==> config.mk <==
export PLATFORM = sky130hd
export DESIGN_NAME = dice_game_ctrl
export DESIGN_NICKNAME = d
export VERILOG_FILES = /design/src/rtl/dice_pkg.sv /design/src/rtl/dice_rng.sv /design/src/rtl/dice_game_ctrl.sv
export SDC_FILE = /design/constraint.sdc
export NUM_CORES = 1
export LEC_CHECK = 0
export ABC_AREA = 1
export BUFFER_PORTS_ARGS = -buffer_cell sky130_fd_sc_hd__buf_2
export CAP_MARGIN = 20
export CORE_MARGIN = 10
export CORE_UTILIZATION = 38
export CTS_BUF_LIST = sky130_fd_sc_hd__clkbuf_8
export CTS_CLUSTER_SIZE = 8
export DETAILED_ROUTE_END_ITERATION = 10
export PLACE_DENSITY = 0.55
export SETUP_SLACK_MARGIN = 0.02
export SLEW_MARGIN = 5
export SYNTH_ARGS = -nofsm -noshare
export SYNTH_HDL_FRONTEND = slang
export SYNTH_SLANG_ARGS = --single-unit
==> constraint.sdc <==
create_clock -name clk -period 3 [get_ports clk]
set_input_delay 0.6 -clock clk [delete_from_list [all_inputs] [get_ports clk]]
set_output_delay 0.6 -clock clk [all_outputs]
set_load 0.005 [all_outputs]
==> src/rtl/dice_pkg.sv <==
// Shared types and constants for the two-player dice game controller.
package dice_pkg;
    localparam int DIE_W = 3;
    localparam logic [3:0] WIN_SCORE_DEFAULT = 4'd9;
    localparam logic [DIE_W-1:0] DIE_MIN = 3'd1;
    localparam logic [DIE_W-1:0] DIE_MAX = 3'd6;

    typedef enum logic [1:0] {
        WAIT_P1,
        WAIT_P2,
        EVAL,
        OVER
    } state_e;
endpackage

==> src/rtl/dice_rng.sv <==
// Free-running die source: cycles 1..6 every clock, restarts at 1 on reset.
module dice_rng
    import dice_pkg::*;
(
    input  logic             clk,
    input  logic             rst,
    output logic [DIE_W-1:0] value
);
    logic [DIE_W-1:0] value_q;
    logic [DIE_W-1:0] value_d;

    always_comb begin
        value_d = (value_q == DIE_MAX) ? DIE_MIN : value_q + 3'd1;
    end

    always_ff @(posedge clk) begin
        if (rst) begin
            value_q <= DIE_MIN;
        end else begin
            value_q <= value_d;
        end
    end

    assign value = value_q;
endmodule

==> src/rtl/dice_game_ctrl.sv <==
// Two-player dice game controller: alternating throws, round evaluation, win/draw detection.
// Tie behaviour: define DICE_TIE_REROLL_EN to make a tie a scoreless re-roll round.
module dice_game_ctrl
    import dice_pkg::*;
#(
    parameter logic [3:0] WIN_SCORE = WIN_SCORE_DEFAULT
) (
    input  logic             clk,
    input  logic             rst,
    input  logic             roll,
    input  logic             restart,
    output logic [3:0]       score1,
    output logic [3:0]       score2,
    output logic [DIE_W-1:0] die1,
    output logic [DIE_W-1:0] die2,
    output logic             turn,
    output logic             win1,
    output logic             win2,
    output logic             draw
);
    state_e           state_q;
    logic [3:0]       score1_q, score2_q;
    logic [3:0]       score1_d, score2_d;
    logic [DIE_W-1:0] die1_q, die2_q;
    logic             turn_q, win1_q, win2_q, draw_q;
    logic             p1_gets, p2_gets, hit1, hit2;
    logic             clear;
    logic [DIE_W-1:0] die_val;

    // restart is a full reset, including the die source
    assign clear = rst | restart;

    dice_rng u_rng (
        .clk   (clk),
        .rst   (clear),
        .value (die_val)
    );

    always_comb begin
        p1_gets = (die1_q > die2_q);
        p2_gets = (die2_q > die1_q);
`ifdef DICE_TIE_REROLL_EN
`else
        if (die1_q == die2_q) begin
            p1_gets = 1'b1;
            p2_gets = 1'b1;
        end
`endif
        score1_d = score1_q;
        score2_d = score2_q;
        if (p1_gets && (score1_q < WIN_SCORE)) score1_d = score1_q + 4'd1;
        if (p2_gets && (score2_q < WIN_SCORE)) score2_d = score2_q + 4'd1;
        hit1 = p1_gets && (score1_d == WIN_SCORE);
        hit2 = p2_gets && (score2_d == WIN_SCORE);
    end

    always_ff @(posedge clk) begin
        if (clear) begin
            state_q  <= WAIT_P1;
            score1_q <= '0;
            score2_q <= '0;
            die1_q   <= '0;
            die2_q   <= '0;
            turn_q   <= 1'b0;
            win1_q   <= 1'b0;
            win2_q   <= 1'b0;
            draw_q   <= 1'b0;
        end else begin
            case (state_q)
                WAIT_P1: begin
                    if (roll) begin
                        die1_q  <= die_val;
                        die2_q  <= '0;
                        turn_q  <= 1'b1;
                        state_q <= WAIT_P2;
                    end
                end
                WAIT_P2: begin
                    if (roll) begin
                        die2_q  <= die_val;
                        turn_q  <= 1'b0;
                        state_q <= EVAL;
                    end
                end
                EVAL: begin
                    score1_q <= score1_d;
                    score2_q <= score2_d;
                    // simultaneous arrival is a draw, never a double win
                    draw_q   <= hit1 & hit2;
                    win1_q   <= hit1 & ~hit2;
                    win2_q   <= hit2 & ~hit1;
                    state_q  <= (hit1 | hit2) ? OVER : WAIT_P1;
                end
                OVER: begin
                    state_q <= OVER;
                end
                default: begin
                    state_q <= WAIT_P1;
                end
            endcase
        end
    end

    assign score1 = score1_q;
    assign score2 = score2_q;
    assign die1   = die1_q;
    assign die2   = die2_q;
    assign turn   = turn_q;
    assign win1   = win1_q;
    assign win2   = win2_q;
    assign draw   = draw_q;
endmodule

==> results of run 1 <==
layer usage:
| layer | up-vias | GRT usage [%] | part of all wire (%) |
|---|---|---|---|
| met5 | - | 0 | 0 |
| met4 | 0 | 3.41 | 1.5 |
| met3 | 4 | 2.95 | 5.7 |
| met2 | 16 | 15.2 | 47 |
| met1 | 442 | 10.2 | 46 |
| li1 | 569 | - | - |
worst reg2reg max path, cell delays in order, from the launching register on:
cell and delay, ps:
dfxtp_1 330, inv_1 60, ha_1 330, a21oi_2 170, nand2_1 80, nand2_2 120
nand2_2 80, nand2_1 60, nand2_1 60, nor2_1 110, nand2_2 100, nand3_2 70
nand2_2 50, a21oi_1 130
state kept, by name (all words and copies together), names as in the netlist:
register,count
win2,1
die1,3
score2,4
die2,3
win1,1
score1,4
draw,1
u_rng.value,3
state_q,2
turn,1
cells in the mapped netlist:
| master | instances | area share [%] |
|---|---|---|
| o211ai_1 | 2 | 1.3 |
| ha_1 | 9 | 9.5 |
| nand3_1 | 12 | 5.1 |
| a21oi_1 | 15 | 6.3 |
| dfxtp_1 | 23 | 39 |
| nand3_2 | 2 | 1.7 |
| nand2_1 | 34 | 11 |
| nand2_2 | 7 | 3.7 |
| o21ai_0 | 9 | 3.8 |
| nor2_1 | 10 | 3.2 |
| clkinv_1 | 1 | 0.32 |
| inv_1 | 26 | 8.2 |
| xor2_1 | 2 | 1.5 |
| nor3_1 | 3 | 1.3 |
| xnor2_1 | 1 | 0.74 |
| a31oi_1 | 1 | 0.53 |
| a31o_2 | 1 | 0.74 |
| clkbuf_1 | 2 | 0.63 |
| inv_2 | 1 | 0.32 |
| a21oi_2 | 1 | 0.74 |
| nor2_2 | 2 | 1.1 |
stage by stage:
stage / hold WS [ps] / total power [uW]
finish: 463 / 551
global route: 474 / 580
CTS: 466 / 562
detailed placement: 446 / 372
global placement: 444 / 372
floorplan: 412 / 358
final cells by class:
cell class              count  share of cell area (%)
flip-flops and latches     23                    33.2
repair buffers             21                    7.59
well taps                  44                    3.97
clock inverters             1                   0.271
clock buffers               3                    2.98
inverters                  28                    7.59
multi-input cells         111                    44.4
logic make-up after synthesis:
group           Yosys count  share of synthesized area [%]
compound gates           29                           13.4
xor+xnor                  3                           2.21
fa+ha+maj                 9                           9.48
buf+inv                  30                           9.48
flops                    23                           38.8
simple gates             70                           26.7
path summary, 6_finish.rpt:
kind                                            from                       to  depth (start not counted)
worst max-delay path            die1[2]$_SDFFE_PP0P_  state_q[0]$_SDFFE_PP0P_                         13
worst min-delay path               draw$_SDFFE_PP0P_        draw$_SDFFE_PP0P_                          2
worst max register to register  die1[2]$_SDFFE_PP0P_  state_q[0]$_SDFFE_PP0P_                         13
worst min register to register     draw$_SDFFE_PP0P_        draw$_SDFFE_PP0P_                          2
placed cells by master, fill, tap and decap left out:
cell type	count
a21oi_1	15
a21oi_2	1
a31o_2	1
a31oi_1	1
buf_2	21
clkbuf_8	3
clkinv_1	1
dfxtp_1	23
ha_1	9
inv_1	27
inv_2	1
nand2_1	34
nand2_2	7
nand3_1	12
nand3_2	2
nor2_1	10
nor2_2	2
nor3_1	3
o211ai_1	2
o21ai_0	9
xnor2_1	1
xor2_1	2
power by group:
part	switching (uW)	internal [uW]
sequential	4.75	311
clock	96.2	91.3
combinational	31.8	16.5
==> results.py, run 1 <==
metrics = {
    "global_routing": {
        "grt-ovfl-total": 0,
        "grt_pass1_vias": 983,
        "grt.total_usage_pct": 9.00,
        "grt_antenna_before_repair": 0,
        "grt_pass1_wl_mm": 4.44,
        "grt_max_degree": 15,
    },
    "finish": {
        "area_growth_pct": 16.6,
        "fin_area_mm2": 0.00139,
        "diodes": 0,
        "seq_area_um2": 460,
        "nFillCells": 327,
        "instances_no_fill": 231,
        "multi_input_area_um2": 614,
        "drive_above_1_share_pct": 20.3,
        "layout.nets": 201,
        "post-route-util_pct": 45.7,
    },
    "yosys": {
        "syn_avg_cell_area_um2": 7.24,
        "synth_seq_area_share_pct": 38.8,
        "yosysWarnings": 0,
        "synth_cell_type_count": 21,
        "netlist_area_mm2": 0.00119,
        "synth-seq-cells": 23,
        "synthesis.nets": 177,
        "synthCells": 164,
    },
    "sta": {
        "setup_tns_ps": 0,
        "worst_pin_slew_ps": 482,
        "slew_viol_final": 0,
        "setup_ws_ps": 1170,
        "slew_headroom_pct": 67.7,
        "max_freq_mhz": 545,
        "period_needed_ps": 1830,
        "timing.final.crit_share_pct": 61.1,
        "hold_viol_final": 0,
        "fin_skew_ps": 3.82,
        "setup_viol": 0,
        "rsz0062_at_grt": "no",
    },
    "placed_design": {
        "placed_area_mm2": 0.00134,
        "place_congestion": 0.761,
        "placed_cells": 227,
        "port_buffers": 21,
        "hpwl_mm": 2.00,
        "preCtsSetupSlack_ps": 1140,
    },
    "clock_network": {
        "htreeDepth": 1,
        "cts_tree": "done",
        "hold_buffers": 0,
        "clock-root-buffer": "clkbuf_8",
        "clockBufferDepth": 2,
        "post_cts_resized": 0,
        "post-cts-setup-buffers": 0,
        "clk_pin_slew_ps": 80,
        "clock_sinks": 23,
        "cts-buffers-inserted": 3,
        "clk_latency_ps": 260,
    },
    "setup_path": {
        "required_ps": 3190,
        "crit_type": "flop to flop",
        "worstPathMaxFanout": 6,
        "worst_path_most_repeated_cell": "nand2_2",
        "cpMaxStageDelayCell": "dfxtp_1",
        "cp-end-kind": "flop",
        "start_kind": "flop",
        "path_delay_family": "simple AND/OR/NAND/NOR gates",
        "cp_data_arrival_time_ps": 2020,
        "max_stage_delay_ps": 330,
        "ff2ff_setup_slack_ps": 1170,
        "critical_path.cell_chain": "inv_1, ha_1, a21oi_2, nand2_1, nand2_2, nand2_2, nand2_1, nand2_1, nor2_1, nand2_2, nand3_2, nand2_2, a21oi_1",
        "critPathBufInv": 1,
    },
    "route": {
        "antenna_left": 0,
        "drtIter0Drc": 55,
        "drc": 0,
        "routedWlPerCell_um": 10.8,
        "drt-pass1-iter-count": 4,
        "totalWireLength_mm": 2.49,
        "vias_per_cell": 4.46,
        "num_vias": 1031,
    },
    "power_and_ir_drop": {
        "power.density_mw_per_mm2": 398,
        "ir_worst_vdd_mv": 0.236,
        "p_leak_uw": 0.000738,
    },
    "floorplan": {
        "die_x_um": 75.9,
        "coreArea_mm2": 0.00303,
        "fp.dieH_um": 75.9,
        "num_rows": 20,
        "die-area_mm2": 0.00576,
        "io_pins": 22,
        "initial_core_util_pct": 39.2,
    },
    "outcome": {
        "outcome": "completed",
    },
    "hold_path": {
        "worstHoldPathType": "flop to flop",
    },
    "flow_run": {
        "drv_cap": 0,
    },
}
No activity file was read; power rests on OpenSTA's default activity.
==> run 2: changes to the inputs <==
==> constraint.sdc (replaced) <==
create_clock -name clk -period 1.7 [get_ports clk]
set_input_delay 0.34 -clock clk [delete_from_list [all_inputs] [get_ports clk]]
set_output_delay 0.34 -clock clk [all_outputs]
set_load 0.005 [all_outputs]
==> results.py, run 2 (same netlist as run 1, synthesis figures left out) <==
metrics = {
    "outcome": {
        "outcome": "finished, violations left",
        "violations": "setup timing",
    },
    "setup_path": {
        "cpMaxStageDelayCell": "dfxtp_2",
        "reg2regPathDepth": 13,
        "required_ps": 1840,
        "cp-end-kind": "flop",
        "cp.depth": 13,
        "rr_startpoint": "die1[2]$_SDFFE_PP0P_",
        "crit_type": "flop to flop",
        "start_kind": "flop",
        "worstPathMaxFanout": 6,
        "startpoint": "die1[2]$_SDFFE_PP0P_",
        "critPathBufInv": 2,
        "max_stage_delay_ps": 340,
        "path_delay_family": "simple AND/OR/NAND/NOR gates",
        "critical_path.cell_chain": "inv_2, ha_4, a21oi_4, buf_6, nand3_4, nand2_4, nand2_1, nand2_1, nor2_1, nand2_2, nand3_2, nand2_2, a21oi_2",
        "cp_data_arrival_time_ps": 1860,
    },
    "route": {
        "routedWlPerCell_um": 11.8,
        "totalWireLength_mm": 2.87,
        "wl_met2_mm": 1.50,
        "vias_per_cell": 4.64,
        "drtIter0Drc": 60,
        "wl_met3_um": 132,
        "maxUsedRoutingLayer": "met4",
        "wl_met1_mm": 1.18,
        "drt-pass1-iter-count": 4,
        "drc": 0,
        "antenna_left": 0,
        "num_vias": 1128,
    },
    "finish": {
        "drive_above_1_share_pct": 33.7,
        "layout.nets": 213,
        "area_growth_pct": 32.5,
        "nFillCells": 288,
        "seq_area_um2": 463,
        "diodes": 0,
        "multi_input_area_um2": 701,
        "final_common_cell": "nand2_1",
        "mostFrequentLayoutCells": "nand2_1 (31), inv_1 (24), dfxtp_1 (21), buf_2 (21), a21oi_1 (12)",
        "instances_no_fill": 243,
        "fin_area_mm2": 0.00157,
    },
    "power_and_ir_drop": {
        "ir_worst_vdd_mv": 0.504,
        "p_leak_uw": 0.000817,
        "report.power.total_uw": 1020,
        "power.density_mw_per_mm2": 648,
    },
    "global_routing": {
        "grt-ovfl-total": 0,
        "grt_pass1_wl_mm": 5.00,
        "grt.total_usage_pct": 10.1,
        "grt_antenna_before_repair": 0,
        "grt_max_degree": 15,
        "grt_pass1_vias": 1187,
    },
    "clock_network": {
        "clk_pin_slew_ps": 90,
        "clock_sinks": 23,
        "clockBufferDepth": 2,
        "cts-buffers-inserted": 3,
        "clock-root-buffer": "clkbuf_8",
        "cts_tree": "done",
        "htreeDepth": 1,
        "hold_buffers": 0,
        "clk_latency_ps": 270,
    },
    "sta": {
        "max_freq_mhz": 581,
        "period_needed_ps": 1720,
        "fin_skew_ps": 7.60,
        "setup_ws_ps": -20.2,
        "hold_viol_final": 0,
        "timing.final.crit_share_pct": 101,
        "setup_viol": 4,
        "rsz0062_at_grt": "yes",
        "worst_pin_slew_ps": 502,
        "slew_viol_final": 0,
        "slew_headroom_pct": 66.5,
        "whs_ps": 364,
    },
    "floorplan": {
        "initial_core_util_pct": 39.2,
        "num_rows": 20,
        "fp.dieH_um": 75.9,
        "coreArea_mm2": 0.00303,
        "io_pins": 22,
        "die-area_mm2": 0.00576,
        "die_x_um": 75.9,
    },
    "hold_path": {
        "min_path_cells": 3,
        "hold_start": "roll",
        "worstHoldPathType": "primary input to flop",
    },
    "placed_design": {
        "port_buffers": 21,
        "hpwl_mm": 2.18,
        "place_congestion": 0.814,
        "placed_cells": 237,
        "placed_area_mm2": 0.00142,
    },
    "flow_run": {
        "drv_cap": 0,
    },
}
-- run 2: cell types whose count changed in the layout (fill, tap and decap cells not counted), sizes merged --
cell,delta
buf,+12
inv,-1
clkinv,+1
-- run 2: metrics by stage --
step           utilization [%]  setup WS (ps)  TNS [ps]
2_1_floorplan                -           38.9         0
3_3_place_gp              46.7          -41.1      -134
3_5_place_dp              46.7          -93.9      -419
4_1_cts                   50.0           25.5         0
5_1_grt                   51.9           -196      -864
6_report                  51.9          -20.2     -50.2
-- run 2: power by group --
group	leakage (uW)	total, uW	switching, uW	internal (uW)
logic	0.000604	121	71.9	49.6
clock network	0.0000255	340	176	164
registers	0.000187	558	8.61	549
total	0.000817	1020	257	762
-- run 2: what timing repair did --
item	4_1_cts	5_1_grt
pin swaps	7	3
setup endpoints to repair	7	7
buffers inserted	0	2
resized for setup	10	12
cloned	0	0
-- run 2: path summary, 6_finish.rpt --
check,endpoint,slack (ps)
worst max-delay path,state_q[0]$_SDFFE_PP0P_,-20
worst min-delay path,state_q[1]$_SDFFE_PP0P_,360
worst max register to register,state_q[0]$_SDFFE_PP0P_,-20
worst min register to register,u_rng.value[0]$_SDFF_PP1_,450
-- run 2: worst register-to-register path, cell delays in order (launching register included) --
cell,delay (ps)
dfxtp_2,340
inv_2,50
ha_4,230
a21oi_4,160
buf_6,120
nand3_4,110
nand2_4,90
nand2_1,50
nand2_1,80
nor2_1,60
nand2_2,100
nand3_2,90
nand2_2,80
a21oi_2,50
-- run 2: area by class of cell --
type	instances	share of cell area, %
sequential	23	29.4
clock inverter	1	0.318
inverter	28	6.68
timing repair buffer	33	12.9
multi-input combinational	111	44.6
clock buffer	3	2.63
tap	44	3.50
-- run 2: routing by layer --
| layer | GRT usage, % | vias to the layer above |
|---|---|---|
| li1 | - | 591 |
| met1 | 9.69 | 506 |
| met2 | 19.1 | 24 |
| met3 | 2.83 | 7 |
| met4 | 4.55 | 0 |
| met5 | 0 | - |
